$ cat config.mk
export PLATFORM = sky130hd
export DESIGN_NAME = bram_pixel_reader
export DESIGN_NICKNAME = d
export VERILOG_FILES = /design/src/rtl/bram_pixel_reader.sv
export SDC_FILE = /design/constraint.sdc
export NUM_CORES = 1
export LEC_CHECK = 0
export CAP_MARGIN = 0
export CORE_MARGIN = 2
export CORE_UTILIZATION = 51
export DETAILED_ROUTE_END_ITERATION = 6
export PLACE_DENSITY = 0.77
export SYNTH_ARGS = -nofsm -noshare
export SYNTH_HDL_FRONTEND = slang
export SYNTH_SLANG_ARGS = --single-unit
$ cat constraint.sdc
create_clock -name clk -period 4.53 [get_ports clk]
set_input_delay 1.1325 -clock clk [delete_from_list [all_inputs] [get_ports clk]]
set_output_delay 1.1325 -clock clk [all_outputs]
set_load 0.005 [all_outputs]
$ cat src/rtl/bram_pixel_reader.sv
// bram_pixel_reader: streams NUM_PIXELS consecutive words out of a BRAM that
// has a one-cycle registered read port. Pixels leave on a valid/ready
// interface. A 4-entry FIFO absorbs the read latency, and read issue is
// throttled so that data already requested always has a free slot.
module bram_pixel_reader #(
  parameter int ADDR_WIDTH = 16,
  parameter int DATA_WIDTH = 8,
  parameter int NUM_PIXELS = 784,
  parameter int BASE_ADDR  = 0
) (
  input  logic                  clk,
  input  logic                  rst_n,
  input  logic                  start,
  input  logic                  abort,
  output logic                  busy,
  output logic                  done,
  output logic [ADDR_WIDTH-1:0] bram_addr,
  input  logic [DATA_WIDTH-1:0] bram_data,
  output logic                  pix_valid,
  input  logic                  pix_ready,
  output logic [DATA_WIDTH-1:0] pix_data,
  output logic [ADDR_WIDTH-1:0] pix_index,
  output logic                  pix_last
);

  // The issue counter must be able to hold NUM_PIXELS == 2**ADDR_WIDTH.
  localparam int                    CNT_W    = ADDR_WIDTH + 1;
  localparam logic [ADDR_WIDTH-1:0] BASE     = ADDR_WIDTH'(BASE_ADDR);
  localparam logic [CNT_W-1:0]      TOTAL    = CNT_W'(NUM_PIXELS);
  localparam logic [ADDR_WIDTH-1:0] LAST_IDX = ADDR_WIDTH'(NUM_PIXELS - 1);

  typedef enum logic [1:0] {S_IDLE, S_FETCH, S_FLUSH} state_e;

  state_e                r_state;
  state_e                w_state_next;

  // Read pipeline: r_rd_issue marks the cycle in which bram_addr is a valid
  // request. r_rd_d1 marks the following cycle, when bram_data holds the word.
  logic                  r_rd_issue;
  logic                  r_rd_d1;
  logic [CNT_W-1:0]      r_issue_cnt;
  logic [ADDR_WIDTH-1:0] r_bram_addr;

  logic [DATA_WIDTH-1:0] r_fifo_mem [4];
  logic [1:0]            r_wr_ptr;
  logic [1:0]            r_rd_ptr;
  logic [2:0]            r_fifo_count;
  logic [ADDR_WIDTH-1:0] r_pix_index;
  logic                  r_done;

  logic                  w_busy;
  logic                  w_pop;
  logic                  w_push;
  logic                  w_start;
  logic                  w_abort;
  logic                  w_pop_last;
  logic                  w_done_set;
  logic                  w_clear;
  logic                  w_issue;
  logic [3:0]            w_committed;

  // State register.
  // NOTE: clocked state uses non-blocking (<=) so every flop samples pre-edge values; blocking here creates order-dependent races.
  always_ff @(posedge clk or negedge rst_n) begin
    if (!rst_n) r_state <= S_IDLE;
    else        r_state <= w_state_next;
  end

  // Handshake, flow-control and next-state decode.
  // NOTE: every signal assigned here gets a default first, so no path can leave one unassigned and infer a latch.
  always_comb begin
    w_busy     = (r_state != S_IDLE);
    w_pop      = pix_valid & pix_ready;
    w_push     = r_rd_d1;
    w_start    = (r_state == S_IDLE) & start & ~abort;
    w_abort    = w_busy & abort;
    w_pop_last = w_pop & (r_pix_index == LAST_IDX);
    w_done_set = w_busy & ~abort & w_pop_last;
    w_clear    = w_abort | w_done_set;
    // Slots already promised: stored words, both in-flight reads, minus the
    // word leaving this cycle. A new read may be issued only if a slot is left.
    w_committed = {1'b0, r_fifo_count} + {3'b000, r_rd_issue}
                + {3'b000, r_rd_d1} - {3'b000, w_pop};
    w_issue = w_start
            | ((r_state == S_FETCH) & ~abort & (r_issue_cnt != TOTAL)
               & (w_committed < 4'd4));

    w_state_next = r_state;
    case (r_state)
      S_IDLE: begin
        if (w_start) w_state_next = S_FETCH;
      end
      S_FETCH: begin
        if (abort || w_done_set)
          w_state_next = S_IDLE;
        else if ((r_issue_cnt + CNT_W'(w_issue)) == TOTAL)
          w_state_next = S_FLUSH;
      end
      S_FLUSH: begin
        if (abort || w_done_set) w_state_next = S_IDLE;
      end
      default: w_state_next = S_IDLE;
    endcase
  end

  // Read issue pipeline, address generation, FIFO pointers and stream index.
  always_ff @(posedge clk or negedge rst_n) begin
    if (!rst_n) begin
      r_rd_issue   <= 1'b0;
      r_rd_d1      <= 1'b0;
      r_issue_cnt  <= '0;
      r_bram_addr  <= BASE;
      r_wr_ptr     <= '0;
      r_rd_ptr     <= '0;
      r_fifo_count <= '0;
      r_pix_index  <= '0;
    end else if (w_clear) begin
      // End of frame or abort: drop stored words and any in-flight reads.
      r_rd_issue   <= 1'b0;
      r_rd_d1      <= 1'b0;
      r_issue_cnt  <= '0;
      r_bram_addr  <= BASE;
      r_wr_ptr     <= '0;
      r_rd_ptr     <= '0;
      r_fifo_count <= '0;
      r_pix_index  <= '0;
    end else begin
      r_rd_issue <= w_issue;
      r_rd_d1    <= r_rd_issue;
      if (w_start) begin
        r_issue_cnt <= CNT_W'(1);
        r_bram_addr <= BASE;
      end else if (w_issue) begin
        r_issue_cnt <= r_issue_cnt + 1'b1;
        r_bram_addr <= r_bram_addr + 1'b1;
      end
      if (w_push) r_wr_ptr <= r_wr_ptr + 1'b1;
      if (w_pop) begin
        r_rd_ptr    <= r_rd_ptr + 1'b1;
        r_pix_index <= r_pix_index + 1'b1;
      end
      r_fifo_count <= r_fifo_count + 3'(w_push) - 3'(w_pop);
    end
  end

  // FIFO storage; contents are qualified by r_fifo_count, never read when empty.
  // NOTE: the storage array is deliberately not reset; pointers and count define its contents, and a reset would block RAM inference.
  always_ff @(posedge clk) begin
    if (w_push) r_fifo_mem[r_wr_ptr] <= bram_data;
  end

  // One-cycle done pulse following the last handshake.
  always_ff @(posedge clk or negedge rst_n) begin
    if (!rst_n) r_done <= 1'b0;
    else        r_done <= w_done_set;
  end

  assign busy      = w_busy;
  assign done      = r_done;
  assign bram_addr = r_bram_addr;
  assign pix_valid = (r_fifo_count != 3'd0);
  assign pix_data  = pix_valid ? r_fifo_mem[r_rd_ptr] : '0;
  assign pix_index = r_pix_index;
  assign pix_last  = pix_valid & (r_pix_index == LAST_IDX);

endmodule

-- Word-level counts from Yosys, hierarchy flattened
Memory sizes are Yosys's and may differ from the RTL's.
Cells that the tools add are included.
- flip-flop bits (word level): 61
- bits in writable memories: 32
- memories kept: 1
- $add $sub $neg: 11
- magnitude comparators: 1
- eq/ne operators: 8
- mux-type cells: 23
- bitwise logic cells: 14
- reductions and logical operators: 8
- memory list (name ; depth ; bits a word ; rd ports ; clocked after Yosys merged registers in ; write ports ; line ; RTL):
    r_fifo_mem ; 4 ; 8 ; 1 ; 0 ; 1 ; 44 ; logic [DATA_WIDTH-1:0] r_fifo_mem [4];
- operators by type and width (operator ; count):
    two-way mux 16 bit ; 5
    two-way mux 17 bit ; 3
    adder 16 x 1 -> 16 bit, second input constant ; 2
    adder 17 x 1 -> 17 bit ; 1
    adder 17 x 1 -> 17 bit, second input constant ; 1
    == test 17 x 10 -> 1 bit, second input constant ; 1
    != test 17 x 10 -> 1 bit, second input constant ; 1
    == test 16 x 10 -> 1 bit, second input constant ; 1
    two-way mux 2 bit ; 8
    AND 1 bit ; 11
    two-way mux 8 bit ; 1
    one-hot mux 2 bit (3 select lines) ; 1
    nonzero test 2 bit ; 3
    nonzero test 3 bit ; 2
    adder 2 x 1 -> 2 bit, second input constant ; 2
    adder 3 x 1 -> 4 bit ; 1
    adder 4 x 1 -> 4 bit ; 1
    less-than comparator 4 x 3 -> 1 bit, second input constant ; 1
    two-way mux 1 bit ; 4
    != test 2 bit, second input constant ; 2
    subtractor 4 x 1 -> 4 bit ; 1
    adder 3 x 1 -> 3 bit ; 1
    two-way mux 3 bit ; 1
    != test 3 x 1 -> 1 bit, second input constant ; 1
    other kinds (8) ; 9

-- Longest topological paths before layout
- depth after elaboration: 11
- depth in mapped cells: 22
- gate-level depth less buffers: 17

-- Worst setup path before layout
OpenSTA, ideal clock, no wires.
- path type: input to register
- start: in pix_ready
- end: reg r_state[1]
- data arrival time: 5051 ps
- data required time: 4454 ps
- path slack: -598 ps
- cell stages on the path: 22
- path buffers: 5
- cell sequence: o31a_1 > clkbuf_1 > nand2b_1 > nand2_1 > ha_1 > a21o_1 > a2111oi_1 > nand2b_4 > or3_1 > buf_2 > buf_2 > buf_2 > nand2_1 > ha_1 > ha_1 > clkbuf_1 > xnor2_1 > nand2_1 > o31ai_1 > o2111ai_1 > or4_1 > o21ai_1
- cells in the longest elaborated chain, start to end: 9
- ends and longest elaborated chain (what ; line ; RTL):
    from (decl) ; 20 ; input logic pix_ready,
    AND 1 bit (*) ; 73 ; w_pop = pix_valid & pix_ready;
    subtractor 4 x 1 -> 4 bit ; 83 ; + {3'b000, r_rd_d1} - {3'b000, w_pop};
    less-than comparator 4 x 3 -> 1 bit ; 86 ; & (w_committed < 4'd4));
    AND 1 bit ; 86 ;
    bitwise OR 1 bit ; 85 ; | ((r_state == S_FETCH) & ~abort & (r_issue_cnt != TOTAL)
    adder 17 x 1 -> 17 bit ; 96 ; else if ((r_issue_cnt + CNT_W'(w_issue)) == TOTAL)
    == test 17 x 10 -> 1 bit ; 96 ;
    != test 3 x 1 -> 1 bit (no source line) ; n/a ;
    AND reduction 3 bit (no source line) ; n/a ;
    to (signal assigned) ; 66 ; else r_state <= w_state_next;
    to (decl) ; 34 ; state_e r_state;
Every way passes the cells marked *; elsewhere a longest branch is shown, timed or not.
A chain may end at the register's enable or synchronous reset.

-- Worst setup path in the final report
Ends and elaborated chain as after synthesis.

==> impl_metrics.py <==
metrics = {
    "worst_setup_path": {
        "crit_path_start_kind": "primary input",
        "cp_max_fo": 3,
        "endpoint_kind": "flop",
        "cp.required_ns": 4.82,
        "critPathKind": "primary input to flop",
        "arrival_ns": 4.38,
    },
    "grt": {
        "grt_use_total_pct": 21.4,
        "antenna_found_initial": 0,
        "grt_pass1_vias": 3593,
        "grt_max_degree": 33,
        "grt_pass1_wl_microns": 17400,
        "overflow": 0,
    },
    "finish": {
        "layoutNonFillerInstCount": 646,
        "area_delta_synth_final_pct": 20.4,
        "diodes": 0,
        "post_route_cells_drive_above_1_share_pct": 10.1,
        "post-route-util_pct": 63.2,
        "n_fill_cell": 721,
        "nets": 540,
        "design_area_sq_um": 5840,
    },
    "timing": {
        "tns_ns": 0,
        "finalSetupViolCount": 0,
        "hold_slack_ns": 0.483,
        "max_slew.worst_pin.slew_ns": 0.707,
        "finalClockSkew_ns": 0.0132,
        "relSlewSlack_pct": 52.9,
        "drv_slew": 0,
        "post-route-period-util_pct": 90.2,
        "rsz0062_at_grt": "no",
        "timing.fmax_ghz": 0.245,
        "period_minus_slack_ns": 4.09,
        "hold_violations": 0,
        "fin_ws_ns": 0.444,
    },
    "placed_design": {
        "dpl.hpwl_microns": 7080,
        "gp_congestion": 0.889,
        "dp_slack_ns": -0.260,
        "dpl_cell_area_sq_um": 5620,
        "io_buffers": 56,
        "dp.cells": 630,
    },
    "synth": {
        "ys_seq_area_share_pct": 51.3,
        "synth_nets": 484,
        "avgSynthCellArea_sq_um": 10.6,
        "synth-edff-count": 32,
        "async_flop_share_pct": 65.6,
        "syn-cell-area_sq_um": 4850,
        "synthDistinctLibCells": 50,
        "synthFlopType": "dfrtp_1",
        "ys_ff_latch": 93,
        "synthCells": 456,
        "ys_warn_count": 0,
    },
    "clocking": {
        "post-cts-setup-buffer-count": 0,
        "cts.sinks": 93,
        "ctsLongestPathBuffers": 2,
        "insertion_delay_ns": 0.36,
        "clkSlewWorstSetupHoldPaths_ns": 0.10,
        "cts.htree.levels": 3,
        "cts-buffers-inserted": 9,
        "root_buffer": "clkbuf_8",
        "cts_tree": "done",
    },
    "pwr": {
        "p_comb_share_pct": 36.4,
        "p_clk_share_pct": 20.9,
        "p_total_mw": 2.59,
        "p_sw_share_pct": 35.1,
        "power.density_nw_per_um2": 444,
        "netSwitchingPower_uw": 910,
        "seqPwrFrac_pct": 42.7,
        "p_int_mw": 1.68,
        "leakagePower_nw": 2.26,
        "peakVddDrop_uv": 237,
    },
    "outcome": {
        "outcome": "complete, no violations",
    },
    "floorplan": {
        "fp.dieArea_sq_um": 10300,
        "initial_core_util_pct": 52.5,
        "num_io_pins": 57,
        "die_w_microns": 102,
        "dieHeight_microns": 102,
        "core_area_sq_um": 9240,
        "row_count": 35,
    },
    "drt": {
        "drtPass1Iterations": 4,
        "wl_microns": 10400,
        "dr.first_iter.drc_count": 115,
        "wl_per_cell_microns": 16.1,
        "viasPerCell": 5.69,
        "final_antenna_net_count": 0,
        "drc": 0,
        "vias": 3675,
    },
    "min_path": {
        "min_path_type": "flop to flop",
    },
    "run": {
        "maxCapViolCount": 0,
    },
}
==> cell type report <==
class / count / area [sq um] / area share [%]
Tap cell: 129 / 161 / 2.77
Timing Repair Buffer: 69 / 656 / 11.2
Clock buffer: 11 / 153 / 2.62
Inverter: 12 / 45.0 / 0.772
Clock inverter: 5 / 41.3 / 0.707
Sequential cell: 93 / 2490 / 42.6
Multi-Input combinational cell: 327 / 2290 / 39.3
==> logic make-up (layout without fill, tap and decap cells) <==
kind of cell	Yosys count	count (layout)	share of synthesized area [%]
fa+ha+maj	15	15	4.03
buf+inv	36	97	2.94
mux	12	12	4.54
simple gates	211	211	23.3
xor+xnor	40	40	7.38
compound gates	49	49	6.55
flops	93	93	51.3
==> sequential cells by signal, indices dropped and copies added, names as in the netlist <==
register	count
done	1
pix_index	16
r_issue_cnt	17
bram_addr	16
r_state	2
r_rd_issue	1
r_rd_ptr	2
r_wr_ptr	2
r_rd_d1	1
r_fifo_mem	32
r_fifo_count	3
==> path summary, 6_finish.rpt <==
path                                  from            to  slack [ns]  cells past startpoint
setup / recovery                 pix_ready    r_state[1]        0.44                     18
hold / removal                  r_rd_issue       r_rd_d1        0.48                      1
setup reg to reg           r_fifo_count[2]    r_state[1]        0.72                     17
hold reg to reg                 r_rd_issue       r_rd_d1        0.48                      1
max in group asynchronous            rst_n  pix_index[2]        2.81                      2
min in group asynchronous            rst_n  pix_index[9]        0.80                      1
==> cell usage in the layout, fill, tap and decap left out, types with 9 or more instances in the layout <==
cell,netlist,final
a21oi_1,15,14
buf_4,0,13
xor2_1,11,11
o21ai_0,10,10
dfrtp_1,61,61
nand4_1,15,15
nor2_1,53,53
ha_1,14,12
xnor2_1,28,27
nand3_1,14,14
nor2b_1,15,15
and3_1,9,9
inv_1,12,12
nand2_1,38,37
nor4_1,19,18
edfxtp_1,32,32
clkbuf_8,0,9
clkdlybuf4s50_1,0,54
==> layer usage <==
metal  track usage (%)  routed length [microns]  up-vias
li1                  -                        -     1756
met1              28.7                     4710     1832
met2              35.9                     5200       75
met3              3.24                      351       12
met4              6.96                      129        0
met5                 0                        0        -
==> worst max-delay path: stages <==
cell,delay (ns)
dlymetal6s2s_1,0.15
o31a_1,0.24
nand2b_4,0.07
nand2_1,0.06
ha_1,0.23
a21o_1,0.23
a2111oi_4,0.31
nand2b_4,0.18
or3_1,0.16
nand2_4,0.07
ha_4,0.18
ha_4,0.16
xnor2_2,0.11
nand2_1,0.07
o31ai_1,0.26
o2111ai_1,0.19
or4_1,0.44
o21ai_1,0.14
==> cell usage after synthesis, types with 12 or more instances <==
library cell | instances | area [sq um]
nor2b_1 | 15 | 93.8
nor2_1 | 53 | 199
inv_1 | 12 | 45.0
edfxtp_1 | 32 | 961
ha_1 | 14 | 175
nand3_1 | 14 | 70.1
nand4_1 | 15 | 93.8
nor4_1 | 19 | 119
xnor2_1 | 28 | 245
clkbuf_1 | 15 | 56.3
a21oi_1 | 15 | 75.1
dfrtp_1 | 61 | 1530
nand2_1 | 38 | 143
==> timing repair <==
item | in CTS | in global routing
endpoints found under the hold margin | 0 | 0
hold buffers | 0 | 0
resized for setup | 0 | 3
endpoints found under the setup margin | 0 | 2
==> power by group through the flow <==
stage	logic (mW)	clock network [mW]	registers, mW
floorplan	0.645	0	1.04
global placement	0.893	0	1.12
detailed placement	0.925	0	1.12
CTS	0.936	0.553	1.10
global route	1.05	0.584	1.12
finish	0.943	0.541	1.11
Note: power is estimated with default switching activity, not from simulation.
